`config.mk`:
```
export PLATFORM = sky130hd
export DESIGN_NAME = cpu_sequencer
export DESIGN_NICKNAME = d
export VERILOG_FILES = /design/src/rtl/cpu_pkg.sv /design/src/rtl/cpu_sequencer_rate_div.sv /design/src/rtl/cpu_sequencer.sv
export SDC_FILE = /design/constraint.sdc
export NUM_CORES = 1
export LEC_CHECK = 0
export CORE_MARGIN = 5
export CORE_UTILIZATION = 54
export CTS_CLUSTER_DIAMETER = 60
export DETAILED_ROUTE_END_ITERATION = 8
export GPL_TIMING_DRIVEN = 0
export HOLD_SLACK_MARGIN = 0.02
export PLACE_DENSITY_LB_ADDON = 0.2
export SLEW_MARGIN = 10
export SYNTH_ARGS = -nofsm -noshare
export SYNTH_HDL_FRONTEND = slang
export SYNTH_SLANG_ARGS = --single-unit
export TNS_END_PERCENT = 20
```
`constraint.sdc`:
```
create_clock -name clk -period 4.2 [get_ports clk]
set_input_delay 1.26 -clock clk [delete_from_list [all_inputs] [get_ports clk]]
set_output_delay 1.26 -clock clk [all_outputs]
set_load 0.005 [all_outputs]
```
`src/rtl/cpu_pkg.sv`:
```
// cpu_pkg: shared definitions for the CPU control sequencer.
//   - seq_state_t : 3-bit FSM state encoding, IDLE..WB
//   - PC_W_DEF / TGT_W_DEF : default PC and jump-target widths
//   - STB_* : one-hot phase-strobe vectors, bit order {wr, exec, ir, mem}
//   - strobes_for() : strobe vector that is active while in a given state
package cpu_pkg;

  localparam int PC_W_DEF  = 16;
  localparam int TGT_W_DEF = 8;

  typedef enum logic [2:0] {
    ST_IDLE   = 3'd0,
    ST_FETCH  = 3'd1,
    ST_WAIT   = 3'd2,
    ST_DECODE = 3'd3,
    ST_EXEC   = 3'd4,
    ST_WB     = 3'd5
  } seq_state_t;

  localparam logic [3:0] STB_NONE = 4'b0000;
  localparam logic [3:0] STB_MEM  = 4'b0001;
  localparam logic [3:0] STB_IR   = 4'b0010;
  localparam logic [3:0] STB_EXEC = 4'b0100;
  localparam logic [3:0] STB_WR   = 4'b1000;

  // The WB write strobe is suppressed when the instruction does not write.
  function automatic logic [3:0] strobes_for(input seq_state_t s, input logic wr);
    logic [3:0] res;
    res = STB_NONE;
    case (s)
      ST_FETCH:  res = STB_MEM;
      ST_DECODE: res = STB_IR;
      ST_EXEC:   res = STB_EXEC;
      ST_WB:     res = wr ? STB_WR : STB_NONE;
      default:   res = STB_NONE;
    endcase
    return res;
  endfunction

endpackage

```
`src/rtl/cpu_sequencer_rate_div.sv`:
```
// seq_rate_div: free-run instruction-rate divider.
// Ports:
//   clk, reset : system clock, synchronous active-high reset
//   run        : count enable; the counter is held at 0 while low
//   tc         : high for the one clock in which the count sits at DIV-1
module seq_rate_div #(
  parameter int DIV = 500000
) (
  input  logic clk,
  input  logic reset,
  input  logic run,
  output logic tc
);

  localparam int W = (DIV > 2) ? $clog2(DIV) : 1;
  localparam logic [W-1:0] LAST = W'(DIV - 1);

  logic [W-1:0] cnt;

  // Divider counter: wraps at DIV-1, cleared whenever run is low.
  always_ff @(posedge clk) begin
    if (reset) begin
      cnt <= '0;
    end else if (!run) begin
      cnt <= '0;
    end else if (cnt == LAST) begin
      cnt <= '0;
    end else begin
      cnt <= cnt + 1'b1;
    end
  end

  assign tc = run & (cnt == LAST);

endmodule

```
`src/rtl/cpu_sequencer.sv`:
```
// cpu_sequencer: multi-cycle control sequencer for the 16-bit-instruction CPU.
// Owns the PC and turns the system clock into one-hot phase strobes.
// Optional feature macro: CPU_SEQ_BREAKPOINT_EN (breakpoint compare / halted).
// Ports:
//   clk, reset          : system clock, synchronous active-high reset
//   step, run           : debounced step button (level) and free-run mode
//   jmp, jmp_target     : branch decision and target from the ALU (taken in EXEC)
//   wr_req              : decoder register-write flag (taken in EXEC)
//   bp_addr, bp_en      : breakpoint address and enable
//   pc                  : program counter / imem address
//   mem_en, ir_load,
//   exec_en, wr_en      : phase strobes, one-hot, one clock each
//   busy, halted        : not-IDLE flag, breakpoint-hit flag
//   instr_count         : retired-instruction counter, wraps
module cpu_sequencer
  import cpu_pkg::*;
#(
  parameter int PC_W    = PC_W_DEF,
  parameter int TGT_W   = TGT_W_DEF,
  parameter int MEM_LAT = 1,
  parameter int RUN_DIV = 500000,
  parameter int CNT_W   = 16
) (
  input  logic             clk,
  input  logic             reset,
  input  logic             step,
  input  logic             run,
  input  logic             jmp,
  input  logic [TGT_W-1:0] jmp_target,
  input  logic             wr_req,
  input  logic [PC_W-1:0]  bp_addr,
  input  logic             bp_en,
  output logic [PC_W-1:0]  pc,
  output logic             mem_en,
  output logic             ir_load,
  output logic             exec_en,
  output logic             wr_en,
  output logic             busy,
  output logic             halted,
  output logic [CNT_W-1:0] instr_count
);

  localparam int LATW = $clog2(MEM_LAT + 1);

  seq_state_t       state;
  seq_state_t       next_state;
  logic             step_q;
  logic             step_rise;
  logic             step_start;
  logic             run_start;
  logic             start;
  logic             tc;
  logic [LATW-1:0]  wait_cnt;
  logic             wait_done;
  logic             jmp_q;
  logic [TGT_W-1:0] tgt_q;
  logic [PC_W-1:0]  next_pc;

  seq_rate_div #(.DIV(RUN_DIV)) u_rate_div (
    .clk   (clk),
    .reset (reset),
    .run   (run),
    .tc    (tc)
  );

  // A step edge starts an instruction in step mode, and also in run mode
  // when halted (it is the only way out of a breakpoint). A run terminal
  // count and a step edge in the same clock still start only one instruction.
  assign step_rise  = step & ~step_q;
  assign step_start = step_rise & (~run | halted);
  assign run_start  = tc & ~halted;
  assign start      = step_start | run_start;
  assign wait_done  = (wait_cnt == LATW'(MEM_LAT - 1));
  assign next_pc    = jmp_q ? PC_W'(tgt_q) : pc + 1'b1;

  // Next-state logic; starts and terminal counts outside IDLE are dropped.
  always_comb begin
    next_state = state;
    case (state)
      ST_IDLE: begin
        if (start) begin
          next_state = ST_FETCH;
        end else begin
          next_state = ST_IDLE;
        end
      end
      ST_FETCH: next_state = ST_WAIT;
      ST_WAIT: begin
        if (wait_done) begin
          next_state = ST_DECODE;
        end else begin
          next_state = ST_WAIT;
        end
      end
      ST_DECODE: next_state = ST_EXEC;
      ST_EXEC:   next_state = ST_WB;
      ST_WB:     next_state = ST_IDLE;
      default:   next_state = ST_IDLE;
    endcase
  end

  // State register, registered strobes (decoded from the state being entered),
  // EXEC operand capture and WB retirement.
  always_ff @(posedge clk) begin
    if (reset) begin
      state       <= ST_IDLE;
      step_q      <= 1'b0;
      pc          <= '0;
      mem_en      <= 1'b0;
      ir_load     <= 1'b0;
      exec_en     <= 1'b0;
      wr_en       <= 1'b0;
      busy        <= 1'b0;
      instr_count <= '0;
      wait_cnt    <= '0;
      jmp_q       <= 1'b0;
      tgt_q       <= '0;
    end else begin
      state  <= next_state;
      step_q <= step;
      // Entering WB only happens from EXEC, so wr_req here is the EXEC sample.
      {wr_en, exec_en, ir_load, mem_en} <= strobes_for(next_state, wr_req);
      busy   <= (next_state != ST_IDLE);
      if (state == ST_WAIT) begin
        wait_cnt <= wait_cnt + 1'b1;
      end else begin
        wait_cnt <= '0;
      end
      if (state == ST_EXEC) begin
        jmp_q <= jmp;
        tgt_q <= jmp_target;
      end
      if (state == ST_WB) begin
        pc          <= next_pc;
        instr_count <= instr_count + 1'b1;
      end
    end
  end

`ifdef CPU_SEQ_BREAKPOINT_EN
  logic bp_hit;
  assign bp_hit = bp_en & (next_pc == bp_addr);

  // Breakpoint flag: set when the retiring instruction lands on bp_addr,
  // cleared by the step edge that launches the next instruction.
  always_ff @(posedge clk) begin
    if (reset) begin
      halted <= 1'b0;
    end else if ((state == ST_WB) && bp_hit) begin
      halted <= 1'b1;
    end else if ((state == ST_IDLE) && step_start) begin
      halted <= 1'b0;
    end
  end
`else
  logic unused_bp;
  assign unused_bp = ^{bp_addr, bp_en};
  assign halted    = 1'b0;
`endif

endmodule

```
Yosys cells after proc, flatten, opt, wreduce, memory -nomap -nowiden. Cells that the tools add are included.

Reductions and logical operators: 4. Bitwise logic cells: 7. Muxes and demuxes: 6. $add $sub $neg: 4. Eq/ne operators: 10.

Operators by type and width (number): 16-bit by 1-bit adder with 16-bit output (second input constant) (2); 19-bit by 1-bit adder with 19-bit output (second input constant) (1); 19-bit equality test (second input constant) (1); 16-bit two-way mux (1); 4-bit case mux with 4 select lines (1); 3-bit case mux with 5 select lines (1); 3-bit equality test (second input constant) (4); 3-bit by 2-bit equality test with 1-bit output (second input constant) (3); 3-bit by 1-bit equality test with 1-bit output (second input constant) (2); 4-bit two-way mux (1); 1-bit AND (3); 3-bit zero test (1); 1-bit inverter (3); 3-bit nonzero test (1); 3-bit OR reduction (1); 1-bit two-way mux (2); 2-bit OR reduction (1); 1-bit adder (second input constant) (1); 1-bit OR (1).

Input port bits: 31. Flip-flop bits (word level): 70. Word-level logic and storage cells: 44. Output and inout bits: 38.

Longest topological paths before layout. Gate-level depths: netlist of the first run.

Word-level depth: 8. Mapped depth: 7. Mapped depth without buffers: 5.

Cells and area by module. Synthesis of the first run repeated with hierarchy kept, for this count alone.

Cells, all modules: 358. Area total of the unflattened synthesis: 3165.5 um^2.

By module, submodules not included: cpu_sequencer (seq. area each 1021.0 um^2, area each 2250.9 um^2, cells an instance 255, times used 1); seq_rate_div (seq. area each 380.4 um^2, area each 914.6 um^2, cells an instance 103, times used 1).

Least setup slack after synthesis of the first run. Ideal clock, no wire load.

Path type: input port to flip-flop. From: input port step. To: register wr_en. Stages on the path: 4. Data arrival time: 2087 ps. Setup slack: 1997 ps. Buffers on the path: 0. Data required time: 4085 ps. Library setup time: 115 ps. Cell sequence: nor3b_1 > o311a_1 > a31oi_1 > and3b_1.

Cells in the longest elaborated chain, start to end: 7. Elaborated cells between the ends (all ways): 10. Those cells by class: 4 x eq/ne; 3 x mux; 3 x bitwise.

RTL lines: start: declaration (line cpu_sequencer.sv:26) `input logic step,`; 1-bit AND (*) (line cpu_sequencer.sv:69) `assign step_rise = step & ~step_q;`; 1-bit AND (*) (line cpu_sequencer.sv:70) `assign step_start = step_rise & (~run | halted);`; 1-bit OR (*) (line cpu_sequencer.sv:72) `assign start = step_start | run_start;`; 1-bit two-way mux (*) (line cpu_sequencer.sv:81) `if (start) begin`; 3-bit case mux with 5 select lines (*) (line cpu_sequencer.sv:79) `case (state)`; 3-bit equality test (tied with other cells) (line cpu_pkg.sv:30) `case (s)`; 4-bit case mux with 4 select lines (*) (line cpu_pkg.sv:30); end signal: assignment (line cpu_sequencer.sv:122) `{wr_en, exec_en, ir_load, mem_en} <= strobes_for(next_state, wr_req);`; end: declaration (line cpu_sequencer.sv:37) `output logic wr_en,`.

Every way passes the cells marked *; elsewhere a longest branch is shown, timed or not. A chain may end at the register's enable or synchronous reset.

Worst setup path in the final report of the first run.
From: register pc[7]. To: output port pc[7].

RTL lines: start: declaration (line cpu_sequencer.sv:33) `output logic [PC_W-1:0] pc,`; start signal: assignment (line cpu_sequencer.sv:134) `pc <= next_pc;`.

No word-level cell between the ends.

==> results.toml, run 1 <==
[run_status]
status = "completed"

[synth]
synth-simple-area-share = 0.301
synth_area_mm2 = 0.00315
ys_async_sr_fraction = 0
synthXorXnorAreaFrac = 0.0861
yosysMostFrequentCell = "dfxtp_1"
netlist_instances = 366
yosys_warnings = 0
synth-edff-count = 0
synth_area_leaders = "dfxtp_1, xnor2_1, nor2_1"
synth_compound_area_frac = 0.107
seq_area_frac_synth = 0.444
synthTopCellsByCount = "dfxtp_1, nor2_1, nand2_1"
synthMuxAreaShare = 0.00952
synth_top_area_share = 0.444
synth_cell_types = 46
synth_top_family_by_area = "simple AND/OR/NAND/NOR gates"
ys_ff_latch = 70
avgSynthCellArea_um2 = 8.61
ys_dominant_reg_cell = "dfxtp_1"
synth_fa_ha_area_frac = 0.0119
synth_fp_nets = 400
synth_top_area_cell = "dfxtp_1"

[worst_setup_path]
crit_path_end = "pc[7]"
cp_cell_sequence = "clkdlybuf4s50_1"
slowest_stage = "clkdlybuf4s50_1"
start_kind = "flop"
rrSetupSlack_ns = 2.10
required_ns = 2.94
rr_endpoint = "u_rate_div.cnt[15]"
cpPeakStageDelay_ns = 0.56
cp.arrival_ns = 1.39
reg2regPathDepth = 7
path_max_fanout = 7
crit_path_start = "pc[7]"
regToRegStartpoint = "u_rate_div.cnt[0]"
critical_path.top_delay_family = "buffers and inverters"
crit_type = "reg2out"
cp_num_cells = 1
crit_path_end_kind = "output port"
path_buf_inv = 1

[floorplanning]
initial_core_util = 0.566
core-area_mm2 = 0.00557
die_y_um = 86.4
num_rows = 27
ios = 69
fp.dieArea_mm2 = 0.00747
die_w_um = 86.4

[clocking]
clockRootBuffer = "clkbuf_8"
postCtsHoldBufs = 0
cts_tree = "yes"
worstSkewPairLatency_ns = 0.34
post_cts_resized = 0
cts.sinks = 70
clk_pin_slew_worst_paths_ns = 0.07
h-tree-depth = 3
cts_buffers = 9
cts_setup_buffers = 0
clock_path_buffers = 2

[timing]
setup_viol = 0
final.setup.tns_ns = 0
final_hold_viol_count = 0
final_max_slew_viol_count = 0
fmax_mhz = 378
finClkSkew_ns = 0.00870
fin_crit_ns = 2.65
timing.final.crit_share = 0.630
grt_setup_unrepaired = "false"

[global_route]
overflow = 0
grtUsageTotal = 0.205
grt_max_degree = 11
antenna_found_initial = 0
grt_pass1_wl_um = 12200
first_global_vias = 2633

[cells_and_area]
finalNonFillerCells = 502
nFillCells = 470
fin_nets = 460
multi_input_area_mm2 = 0.00163
regArea_mm2 = 0.00140
diodes = 0
area_growth_pct = 23.7
drive_above_1_share = 0.0767

[place]
gp_congestion = 0.846
hpwl_um = 5190
dp_cells = 487
io_buffer_count = 49

[pwr]
switching_share = 0.232
combinationalPowerShare = 0.076
switchingPower_mw = 0.295
pwr-share-seq = 0.548
p_int_mw = 0.975
p_clk_frac = 0.376
powerDensity_mw_per_mm2 = 325
p_leak_nw = 1.30
vdd_drop_max_v = 0.000227

[route]
routed_via_density = 5.53
ant_nets = 0
routed_wl_um = 7150
vias = 2778
drtPass1Iterations = 4
avgRoutedWirePerCell_um = 14.2
drc = 0
drt_iter0_markers = 126

[hold_path]
hold_path.class = "reg2reg"

[job]
drv_cap = 0
## metal layers
layer / share of wire / track usage / wire length [um] / up-vias
li1: - / - / - / 1407
met1: 0.45 / 0.271 / 3230 / 1298
met2: 0.47 / 0.318 / 3390 / 69
met3: 0.069 / 0.0551 / 495 / 4
met4: 0.0063 / 0.0807 / 45 / 0
met5: 0 / 0 / 0 / -
## how the worst min path moves through the flow
stage                     cells past startpoint  slack, ns       end     start
after floorplan                               2       0.44  tgt_q[1]  tgt_q[1]
after global placement                        2       0.44  tgt_q[2]  tgt_q[2]
after detailed placement                      2       0.45  tgt_q[0]  tgt_q[0]
after CTS                                     2       0.46  tgt_q[0]  tgt_q[0]
after global routing                          2       0.49  tgt_q[4]  tgt_q[4]
final                                         2       0.46  tgt_q[0]  tgt_q[0]
## per-stage QoR
| stage | instance area (um2) | hold WS [ns] | total power, mW | worst slack, ns | utilization |
|---|---|---|---|---|---|
| 2_1_floorplan | 3150 | 0.436 | 0.761 | 2.00 | - |
| 3_3_place_gp | 3730 | 0.445 | 0.804 | 1.39 | 0.670 |
| 3_5_place_dp | 3730 | 0.451 | 0.807 | 1.38 | 0.670 |
| 4_1_cts | 3900 | 0.461 | 1.28 | 1.55 | 0.700 |
| 5_1_grt | 3900 | 0.486 | 1.32 | 1.51 | 0.700 |
| 6_report | 3900 | 0.461 | 1.27 | 1.55 | 0.700 |
## cell families after synthesis
kind of cell | count (synthesis)
adders and majority gates | 3
other | 1
buffers and inverters | 27
muxes | 3
DFF | 70
xor gates and xnor gates | 31
AOI/OAI and AO/OA | 57
and+or+nand+nor | 174
## worst register-to-register path: cells and delay by family (launching register included)
kind                       cells  cell delay (ns)
and+or+nand+nor                3             0.73
buffers and inverters          2             0.43
DFF                            1             0.39
adders and majority gates      1             0.26
AOI/OAI and AO/OA              1             0.18
## cell usage in the layout (no fill, tap or decap), types with 2 or more instances in the layout
cell / n
nand4_1: 11
clkbuf_1: 11
o22ai_1: 3
buf_1: 2
and3b_1: 2
buf_2: 3
nand2_1: 39
xnor2_1: 22
or2_2: 6
buf_4: 3
or4_4: 2
nand3_1: 14
a22oi_1: 5
o21ai_0: 10
dfxtp_1: 70
clkbuf_8: 11
nor3_1: 15
nor2_1: 42
nand4_2: 3
or4_1: 7
and4_1: 2
xor2_1: 9
nand4b_1: 2
a211oi_1: 3
inv_1: 10
or3_1: 7
clkdlybuf4s50_1: 49
nor2b_1: 4
o31ai_1: 4
a31oi_1: 2
nor4_1: 9
nor3b_1: 2
ha_1: 3
mux2i_1: 3
a21oi_1: 26
## power groups by stage
stage	registers (mW)	clock network [mW]	logic [mW]
2_1_floorplan	0.708	0	0.0535
3_3_place_gp	0.710	0	0.0940
3_5_place_dp	0.711	0	0.0959
4_1_cts	0.696	0.484	0.0966
5_1_grt	0.699	0.520	0.104
6_report	0.696	0.477	0.0965
## flip-flops by register name, indices dropped and copies added, names as in the netlist
register / count
instr_count: 16
tgt_q: 8
state: 3
step_q: 1
busy: 1
pc: 16
jmp_q: 1
wr_en: 1
wait_cnt: 1
ir_load: 1
u_rate_div.cnt: 19
mem_en: 1
exec_en: 1
## area by class of cell
cell class              count  share of cell area
plain buffers              17              0.0221
clock buffers              14              0.0417
clock inverters             1             0.00128
inverters                  10             0.00962
multi-input cells         269               0.417
flip-flops and latches     70               0.359
well taps                  72              0.0231
repair buffers             49               0.126
(Power assumes the default switching activity.)
==> run 2: changes to the inputs <==
- CORE_UTILIZATION: 54 -> 45
- clock period: 4.2 -> 2.3 ns (I/O delays scaled with it)
==> run 2 against run 1 <==
Net effect: critical path depth is 6 higher; worst setup slack worse by 1.3 ns; via count is 0.14% lower; die area is 18% higher; total power is 87% higher; clock power is 94% higher; combinational power is 82% higher; critical endpoint is now u_rate_div.cnt[10].
==> results.toml, run 2 (synthesized netlist as in run 1, its figures left out) <==
[cells_and_area]
final_area_mm2 = 0.00395
mostFrequentLayoutCells = "dfxtp_1, clkdlybuf4s50_1, nor2_1"
max_flop_register = "u_rate_div.cnt"
largest_register_ffs = 19
final_util = 0.581
layout_commonest_cell = "dfxtp_1"
fin_nets = 460
area_growth_pct = 25.1
drive_above_1_share = 0.0812
nFillCells = 625
diodes = 0
largestRegisters = "u_rate_div.cnt (19), instr_count (16), pc (16)"

[route]
avgRoutedWirePerCell_um = 13.5
ant_nets = 0
routed_via_density = 5.26
drc = 0
drt_iter0_markers = 136
vias = 2774
routed_wl_um = 7120
drtPass1Iterations = 4

[hold_path]
hold_path.class = "reg2reg"
min_path_cells = 2

[worst_setup_path]
cpPeakStageDelay_ns = 0.42
crit_path_end_kind = "flop"
start_kind = "flop"
cp_cell_sequence = "ha_1 > nand4_1 > nor3_1 > a211o_1 > buf_2 > buf_4 > nor2_1"
cp.arrival_ns = 2.28
reg2regPathDepth = 7
crit_type = "reg2reg"
path_buf_inv = 2
slowest_stage = "dfxtp_1"
critical_path.top_delay_family = "simple AND/OR/NAND/NOR gates"
required_ns = 2.52
path_max_fanout = 10
cp_num_cells = 7

[place]
place_ws_ns = 0.0604
placed_area_mm2 = 0.00376
hpwl_um = 5220
io_buffer_count = 49
gp_congestion = 0.816

[global_route]
overflow = 0
antenna_found_initial = 0
grtUsageTotal = 0.175
first_global_vias = 2594
grt_max_degree = 12
grt_pass1_wl_um = 12200

[clocking]
postCtsHoldBufs = 0
worstSkewPairLatency_ns = 0.33
h-tree-depth = 3
cts_tree = "yes"
post_cts_resized = 0
cts.sinks = 70
clockRootBuffer = "clkbuf_8"
clock_path_buffers = 2
clk_pin_slew_worst_paths_ns = 0.07
cts_setup_buffers = 0
cts_buffers = 9

[run_status]
status = "completed"

[floorplanning]
die_w_um = 93.7
num_rows = 30
core-area_mm2 = 0.00679
die_y_um = 93.7
initial_core_util = 0.464
fp.dieArea_mm2 = 0.00878
ios = 69

[timing]
final_hold_viol_count = 0
setup_viol = 0
final.setup.tns_ns = 0
fin_ws_ns = 0.239
hold_ws_ns = 0.458
worstMarginPinSlew_ns = 0.536
finClkSkew_ns = 0.00733
fmax_mhz = 485
fin_crit_ns = 2.06
grt_setup_unrepaired = "false"
timing.final.crit_share = 0.896
slew_headroom = 0.643
final_max_slew_viol_count = 0

[pwr]
powerDensity_mw_per_mm2 = 601
p_leak_nw = 1.32
vdd_drop_max_v = 0.000332

[job]
drv_cap = 0
[run 2: changes by cell type in the layout (fill, tap and decap cells not counted)]
cell	change
bufinv_16	+1
clkbuf_8	-2
clkinv_2	+3
clkbuf_1	-1
[run 2: power by group]
group          switching [mW]  internal [mW]  total, mW  leakage [nW]
registers              0.0326           1.24       1.27         0.566
logic                  0.0790         0.0969      0.176         0.653
clock network           0.431          0.494      0.925        0.0968
total                   0.542           1.83       2.37          1.32
[run 2: cell type report]
class	instances	area, um2	share of cell area
Clock inverter	5	50.0	0.0127
Buffer	17	86.3	0.0219
Tap cell	96	120	0.0304
Multi-Input combinational cell	269	1630	0.413
Inverter	10	37.5	0.00951
Timing Repair Buffer	49	490	0.124
Clock buffer	11	131	0.0333
Sequential cell	70	1400	0.355
[run 2: worst min-delay path, cell delays in order, from the launching register on]
cell	delay, ns
dfxtp_1	0.31
nand2_1	0.05
a21oi_1	0.05
[run 2: final timing paths]
path / start / endpoint / slack [ns]
hold reg to reg: tgt_q[0] / tgt_q[0] / 0.46
setup / recovery: u_rate_div.cnt[0] / u_rate_div.cnt[10] / 0.24
hold / removal: tgt_q[0] / tgt_q[0] / 0.46
setup reg to reg: u_rate_div.cnt[0] / u_rate_div.cnt[10] / 0.24
[run 2: layer usage]
| layer | GRT usage | vias to the layer above | wire [um] |
|---|---|---|---|
| li1 | - | 1413 | - |
| met1 | 0.245 | 1291 | 3450 |
| met5 | 0 | - | 0 |
| met3 | 0.0345 | 9 | 375 |
| met4 | 0.0746 | 0 | 100 |
| met2 | 0.260 | 61 | 3190 |
[run 2: through the flow]
stage,instances,power (mW)
after global placement,511,1.47
after global routing,527,2.48
after detailed placement,511,1.47
final,527,2.37
after floorplan,366,1.39
after CTS,527,2.40
